==> src/rtl/sccb_pkg.sv <==
// rtl/sccb_pkg.sv - shared SCCB scheduler state type, default ID and word packing
package sccb_pkg;

  typedef enum logic [1:0] {
    ST_IDLE   = 2'd0,
    ST_LAUNCH = 2'd1,
    ST_WAIT   = 2'd2,
    ST_GAP    = 2'd3
  } sccb_state_e;

  localparam logic [7:0] SCCB_DEV_ID = 8'h42;

  // Engine word layout: {slave ID, sub-address, data}
  function automatic logic [23:0] pack_word(input logic [7:0] id,
                                            input logic [7:0] addr,
                                            input logic [7:0] data);
    return {id, addr, data};
  endfunction

endpackage

==> src/rtl/sccb_req_scheduler_rr_pick.sv <==
// rtl/sccb_req_scheduler_rr_pick.sv - combinational round-robin selector
module rr_pick #(
  parameter int N  = 3,
  parameter int PW = 2
) (
  input  logic [N-1:0]  req,
  input  logic [PW-1:0] ptr,
  output logic          valid,
  output logic [PW-1:0] idx
);

  int cand;

  // Scan from the farthest offset down so the first set bit at or after ptr wins
  always_comb begin
    cand  = 0;
    valid = 1'b0;
    idx   = '0;
    for (int k = N - 1; k >= 0; k--) begin
      cand = (int'(ptr) + k) % N;
      if (req[cand]) begin
        valid = 1'b1;
        idx   = PW'(cand);
      end
    end
  end

endmodule

==> src/rtl/sccb_req_scheduler.sv <==
// rtl/sccb_req_scheduler.sv - round-robin SCCB requester scheduler with NACK retry
module sccb_req_scheduler
  import sccb_pkg::*;
#(
  parameter int         NUM_REQ   = 3,
  parameter int         RETRY_MAX = 3,
  parameter logic [7:0] DEV_ID    = SCCB_DEV_ID
) (
  input  logic                 iCLK,
  input  logic                 iRST_N,
  input  logic                 I2C_EN,
  input  logic [NUM_REQ-1:0]   REQ,
  input  logic [NUM_REQ-1:0]   REQ_WR,
  input  logic [8*NUM_REQ-1:0] REQ_ADDR,
  input  logic [8*NUM_REQ-1:0] REQ_WDATA,
  output logic [NUM_REQ-1:0]   DONE,
  output logic [NUM_REQ-1:0]   ERR,
  output logic [7:0]           RDATA,
  output logic                 BUSY,
  output logic                 GO,
  output logic                 WR,
  output logic [23:0]          WDATA,
  input  logic                 END,
  input  logic                 ACK,
  input  logic [7:0]           I2C_RDATA
);

  localparam int PW = (NUM_REQ > 1) ? $clog2(NUM_REQ) : 1;
  localparam int AW = (RETRY_MAX > 0) ? $clog2(RETRY_MAX + 1) : 1;
  localparam logic [AW-1:0] ATT_LAST = AW'(RETRY_MAX);
  localparam logic [PW-1:0] IDX_LAST = PW'(NUM_REQ - 1);

  sccb_state_e          state_q, state_d;
  logic [PW-1:0]        ptr_q, ptr_d;
  logic [PW-1:0]        idx_q, idx_d;
  logic [AW-1:0]        att_q, att_d;
  logic                 go_q, go_d;
  logic                 wr_q, wr_d;
  logic                 busy_q, busy_d;
  logic [23:0]          wdata_q, wdata_d;
  logic [7:0]           rdata_q, rdata_d;
  logic [NUM_REQ-1:0]   done_q, done_d;
  logic [NUM_REQ-1:0]   err_q, err_d;

  logic                 pick_valid;
  logic [PW-1:0]        pick_idx;
  logic [PW-1:0]        ptr_after;

  rr_pick #(
    .N  (NUM_REQ),
    .PW (PW)
  ) u_pick (
    .req   (REQ),
    .ptr   (ptr_q),
    .valid (pick_valid),
    .idx   (pick_idx)
  );

  // The requester just served drops to lowest priority for the next grant
  assign ptr_after = (idx_q == IDX_LAST) ? '0 : idx_q + PW'(1);

  // Next-state and output decode; the FSM only steps on the SCL falling-edge strobe
  always_comb begin
    state_d = state_q;
    ptr_d   = ptr_q;
    idx_d   = idx_q;
    att_d   = att_q;
    go_d    = go_q;
    wr_d    = wr_q;
    busy_d  = busy_q;
    wdata_d = wdata_q;
    rdata_d = rdata_q;
    done_d  = '0;
    err_d   = '0;
    if (I2C_EN) begin
      case (state_q)
        ST_IDLE: begin
          if (pick_valid) begin
            idx_d   = pick_idx;
            wr_d    = REQ_WR[pick_idx];
            wdata_d = pack_word(DEV_ID, REQ_ADDR[{pick_idx, 3'b000} +: 8],
                                REQ_WDATA[{pick_idx, 3'b000} +: 8]);
            go_d    = 1'b1;
            busy_d  = 1'b1;
            att_d   = '0;
            state_d = ST_LAUNCH;
          end
        end
        ST_LAUNCH: begin
          if (!END) state_d = ST_WAIT;
        end
        ST_WAIT: begin
          if (END) begin
            go_d = 1'b0;
            if (!ACK) begin
              done_d[idx_q] = 1'b1;
              if (!wr_q) rdata_d = I2C_RDATA;
              ptr_d   = ptr_after;
              state_d = ST_GAP;
            end else if (att_q != ATT_LAST) begin
              att_d   = att_q + AW'(1);
              go_d    = 1'b1;
              state_d = ST_LAUNCH;
            end else begin
              err_d[idx_q] = 1'b1;
              ptr_d   = ptr_after;
              state_d = ST_GAP;
            end
          end
        end
        ST_GAP: begin
          busy_d  = 1'b0;
          state_d = ST_IDLE;
        end
        default: state_d = ST_IDLE;
      endcase
    end
  end

  // State and output registers; reset abandons any transfer without pulses
  always_ff @(posedge iCLK or negedge iRST_N) begin
    if (!iRST_N) begin
      state_q <= ST_IDLE;
      ptr_q   <= '0;
      idx_q   <= '0;
      att_q   <= '0;
      go_q    <= 1'b0;
      wr_q    <= 1'b0;
      busy_q  <= 1'b0;
      wdata_q <= '0;
      rdata_q <= '0;
      done_q  <= '0;
      err_q   <= '0;
    end else begin
      state_q <= state_d;
      ptr_q   <= ptr_d;
      idx_q   <= idx_d;
      att_q   <= att_d;
      go_q    <= go_d;
      wr_q    <= wr_d;
      busy_q  <= busy_d;
      wdata_q <= wdata_d;
      rdata_q <= rdata_d;
      done_q  <= done_d;
      err_q   <= err_d;
    end
  end

  assign DONE  = done_q;
  assign ERR   = err_q;
  assign RDATA = rdata_q;
  assign BUSY  = busy_q;
  assign GO    = go_q;
  assign WR    = wr_q;
  assign WDATA = wdata_q;

endmodule

==> config.mk <==
export PLATFORM = sky130hd
export DESIGN_NAME = sccb_req_scheduler
export DESIGN_NICKNAME = d
export VERILOG_FILES = /design/src/rtl/sccb_pkg.sv /design/src/rtl/sccb_req_scheduler_rr_pick.sv /design/src/rtl/sccb_req_scheduler.sv
export SDC_FILE = /design/constraint.sdc
export NUM_CORES = 1
export LEC_CHECK = 0
export ABC_CLOCK_PERIOD_IN_PS = 6290
export BUFFER_PORTS_ARGS = -buffer_cell sky130_fd_sc_hd__buf_2
export CAP_MARGIN = 15
export CORE_MARGIN = 2
export CORE_UTILIZATION = 50
export DETAILED_ROUTE_END_ITERATION = 8
export PLACE_DENSITY_LB_ADDON = 0.12
export SETUP_SLACK_MARGIN = 0.05
export SLEW_MARGIN = 20
export SYNTH_ARGS = -nofsm -noshare
export SYNTH_HDL_FRONTEND = slang
export SYNTH_SLANG_ARGS = --single-unit
==> constraint.sdc <==
create_clock -name iCLK -period 6.29 [get_ports iCLK]
set_clock_uncertainty 0.1 [all_clocks]
set_input_delay 1.887 -clock iCLK [delete_from_list [all_inputs] [get_ports iCLK]]
set_output_delay 1.887 -clock iCLK [all_outputs]
set_load 0.1 [all_outputs]
==> flow_summary.yaml <==
run:
  max_cap_viol_count: 0
routing:
  ant_nets: 0
  drt_first_pass_iters: 4
  wl_um: 5240
  drtIter0Drc: 121
  routedWlPerCell_um: 13.6
  viasPerCell: 5.38
  vias: 2067
  drc_errors: 0
synth:
  synth_top_area_share_pct: 46.0
  ys_top_cells_by_area: "dfrtp_1 (46%), a21boi_0 (5.9%), a211oi_1 (5.6%), o31ai_1 (5.6%), nand2_1 (4.8%)"
  synth_top_cells_by_count: "dfrtp_1 (42), nand2_1 (29), nor2_1 (28)"
  synthMostInstantiatedCell: "dfrtp_1"
  syn_inst: 235
  ys_ff_latch: 42
  avgSynthCellArea_sq_um: 9.72
  synth.cell_area_sq_mm: 0.00228
  yosysSeqAreaShare_pct: 46.0
  synth_async_sr_flop_share_pct: 100
  yosysWarningCount: 0
  synth_top_flop_cell: "dfrtp_1"
  synthDominantAreaCellType: "dfrtp_1"
  synth.distinct_cells: 37
  synth-edff-count: 0
floorplan:
  core_area_sq_mm: 0.00438
  die_x_um: 71.6
  io_pins: 108
  dieHeight_um: 71.6
  initial_utilization_pct: 52.1
  die_area_sq_mm: 0.00513
  row_count: 24
global_route:
  first_global_vias: 1917
  use_met1_pct: 27.6
  grtUsageTotal_pct: 21.5
  grt_max_degree: 43
  grtUsageMet2_pct: 34.6
  busiest_layer: "met2"
  antenna_found_initial: 0
  overflow: 0
  grt_pass1_wl_um: 8610
  met3_usage_pct: 4.50
sta:
  slew_violations: 0
  worst_slew_margin_rel_pct: 39.6
  period_needed_ps: 3870
  grt_setup_unrepaired: "no"
  fin_crit_sh_pct: 61.4
  final-setup-viol-count: 0
  final_hold_viol_count: 0
  setup-tns-final_ps: 0
  timing.fmax_mhz: 259
  tightestPinTransition_ps: 906
  hold_slack_ps: 374
setup_path:
  worstSetupStartpointType: "input pin"
  endpoint_kind: "flip-flop"
  required_ps: 6390
  arrival_ps: 3970
  critPathMaxStageDelay_ps: 620
  cp_top_family: "simple AND/OR/NAND/NOR gates"
  cp_max_fo: 18
  crit_chain: "buf_2, mux2i_1, o21ai_1, nand2b_1, and2_1, a211oi_1, o31ai_1"
  crit_type: "input pin to flip-flop"
  slowest_stage: "and2_1"
  cp_num_buf_inv: 1
place:
  port_buffers: 101
  gp_congestion: 0.953
  dp.cells: 376
  place_hpwl_um: 3820
  place_area_sq_mm: 0.00278
clock_network:
  cts_resized: 0
  clk_pin_slew_ps: 80
  cts-root-to-sink-buffers: 2
  clock_sinks: 42
  cts_made_buffers: 5
  cts_tree: "yes"
  clockRootBuffer: "clkbuf_8"
  holdBufCountCts: 0
  clk_latency_ps: 300
  cts_setup_buffers: 0
  cts_max_level: 2
final_layout:
  nFillCells: 369
  drive_gt1_share_pct: 37.7
  multiInputGateArea_sq_mm: 0.00112
  fin_cells: 384
  design_area_sq_mm: 0.00291
  diodes: 0
  regArea_sq_mm: 0.00105
  fin_nets: 403
  area_growth_pct: 27.5
worst_hold_path:
  hold_path_class: "flip-flop to flip-flop"
run_status:
  outcome: "completed"
per-layer routing:
metal	up-vias	routed length [um]
met2	81	2460
li1	1019	-
met1	954	2330
met5	-	0
met3	13	315
met4	0	135
worst paths after layout:
path	from	endpoint	slack [ps]	cells past startpoint
setup / recovery	REQ[1]	WDATA[5]$_DFFE_PN0P_	2430	7
hold / removal	state_q[0]$_DFFE_PN0P_	BUSY$_DFFE_PN0P_	370	1
setup reg to reg	ptr_q[0]$_DFFE_PN0P_	WDATA[5]$_DFFE_PN0P_	3200	8
hold reg to reg	state_q[0]$_DFFE_PN0P_	BUSY$_DFFE_PN0P_	370	1
max in group asynchronous	iRST_N	WDATA[10]$_DFFE_PN0P_	3910	1
min in group asynchronous	iRST_N	state_q[0]$_DFFE_PN0P_	1610	1
per-stage QoR:
step | utilization, % | setup slack, ps
CTS | 66.5 | 2460
floorplan | - | 2800
detailed placement | 63.3 | 2130
finish | 66.5 | 2430
global route | 66.5 | 2190
global placement | 63.3 | 2230
state kept, by name (all words and copies together) (netlist names):
| name | cells |
|---|---|
| att_q | 2 |
| BUSY | 1 |
| idx_q | 2 |
| WDATA | 17 |
| ptr_q | 2 |
| ERR | 3 |
| DONE | 3 |
| WR | 1 |
| state_q | 2 |
| GO | 1 |
| RDATA | 8 |
cell families after synthesis:
logic type,count (synthesis),share of synthesized area [%]
simple gates,76,15.0
compound gates,73,23.3
flops,42,46.0
buf+inv,24,5.75
mux,14,7.01
fa+ha+maj,5,2.74
other cells,1,0.164
worst register-to-register path: cells and delay by family (launching register included):
family	cells	cell delay (ps)
multiplexers	1	210
AND/OR/NAND/NOR	1	630
buffers and inverters	1	90
adder cells (fa/ha/maj)	1	420
AO/OA/AOI/OAI	4	1140
flip-flops	1	410
area by class of cell:
cell class	count	area share, %
repair buffers	103	17.9
inverters	5	0.644
well taps	52	2.23
multi-input cells	174	38.5
flip-flops and latches	42	36.1
clock inverters	3	2.36
clock buffers	5	2.36
layout by cell type (no fill, tap or decap), types with 4 or more instances in the layout:
| cell type | instances |
|---|---|
| a211oi_1 | 17 |
| conb_1 | 6 |
| o21ai_1 | 7 |
| clkbuf_8 | 5 |
| inv_1 | 5 |
| nand2b_1 | 5 |
| dfrtp_1 | 42 |
| nand2_1 | 29 |
| nor2_1 | 28 |
| ha_1 | 5 |
| mux2_2 | 8 |
| o31ai_1 | 17 |
| mux2i_1 | 4 |
| buf_2 | 101 |
| a21boi_0 | 18 |
Power is not shown: default switching activity piles up to over one toggle a cycle in this logic, so the estimate is an artifact.
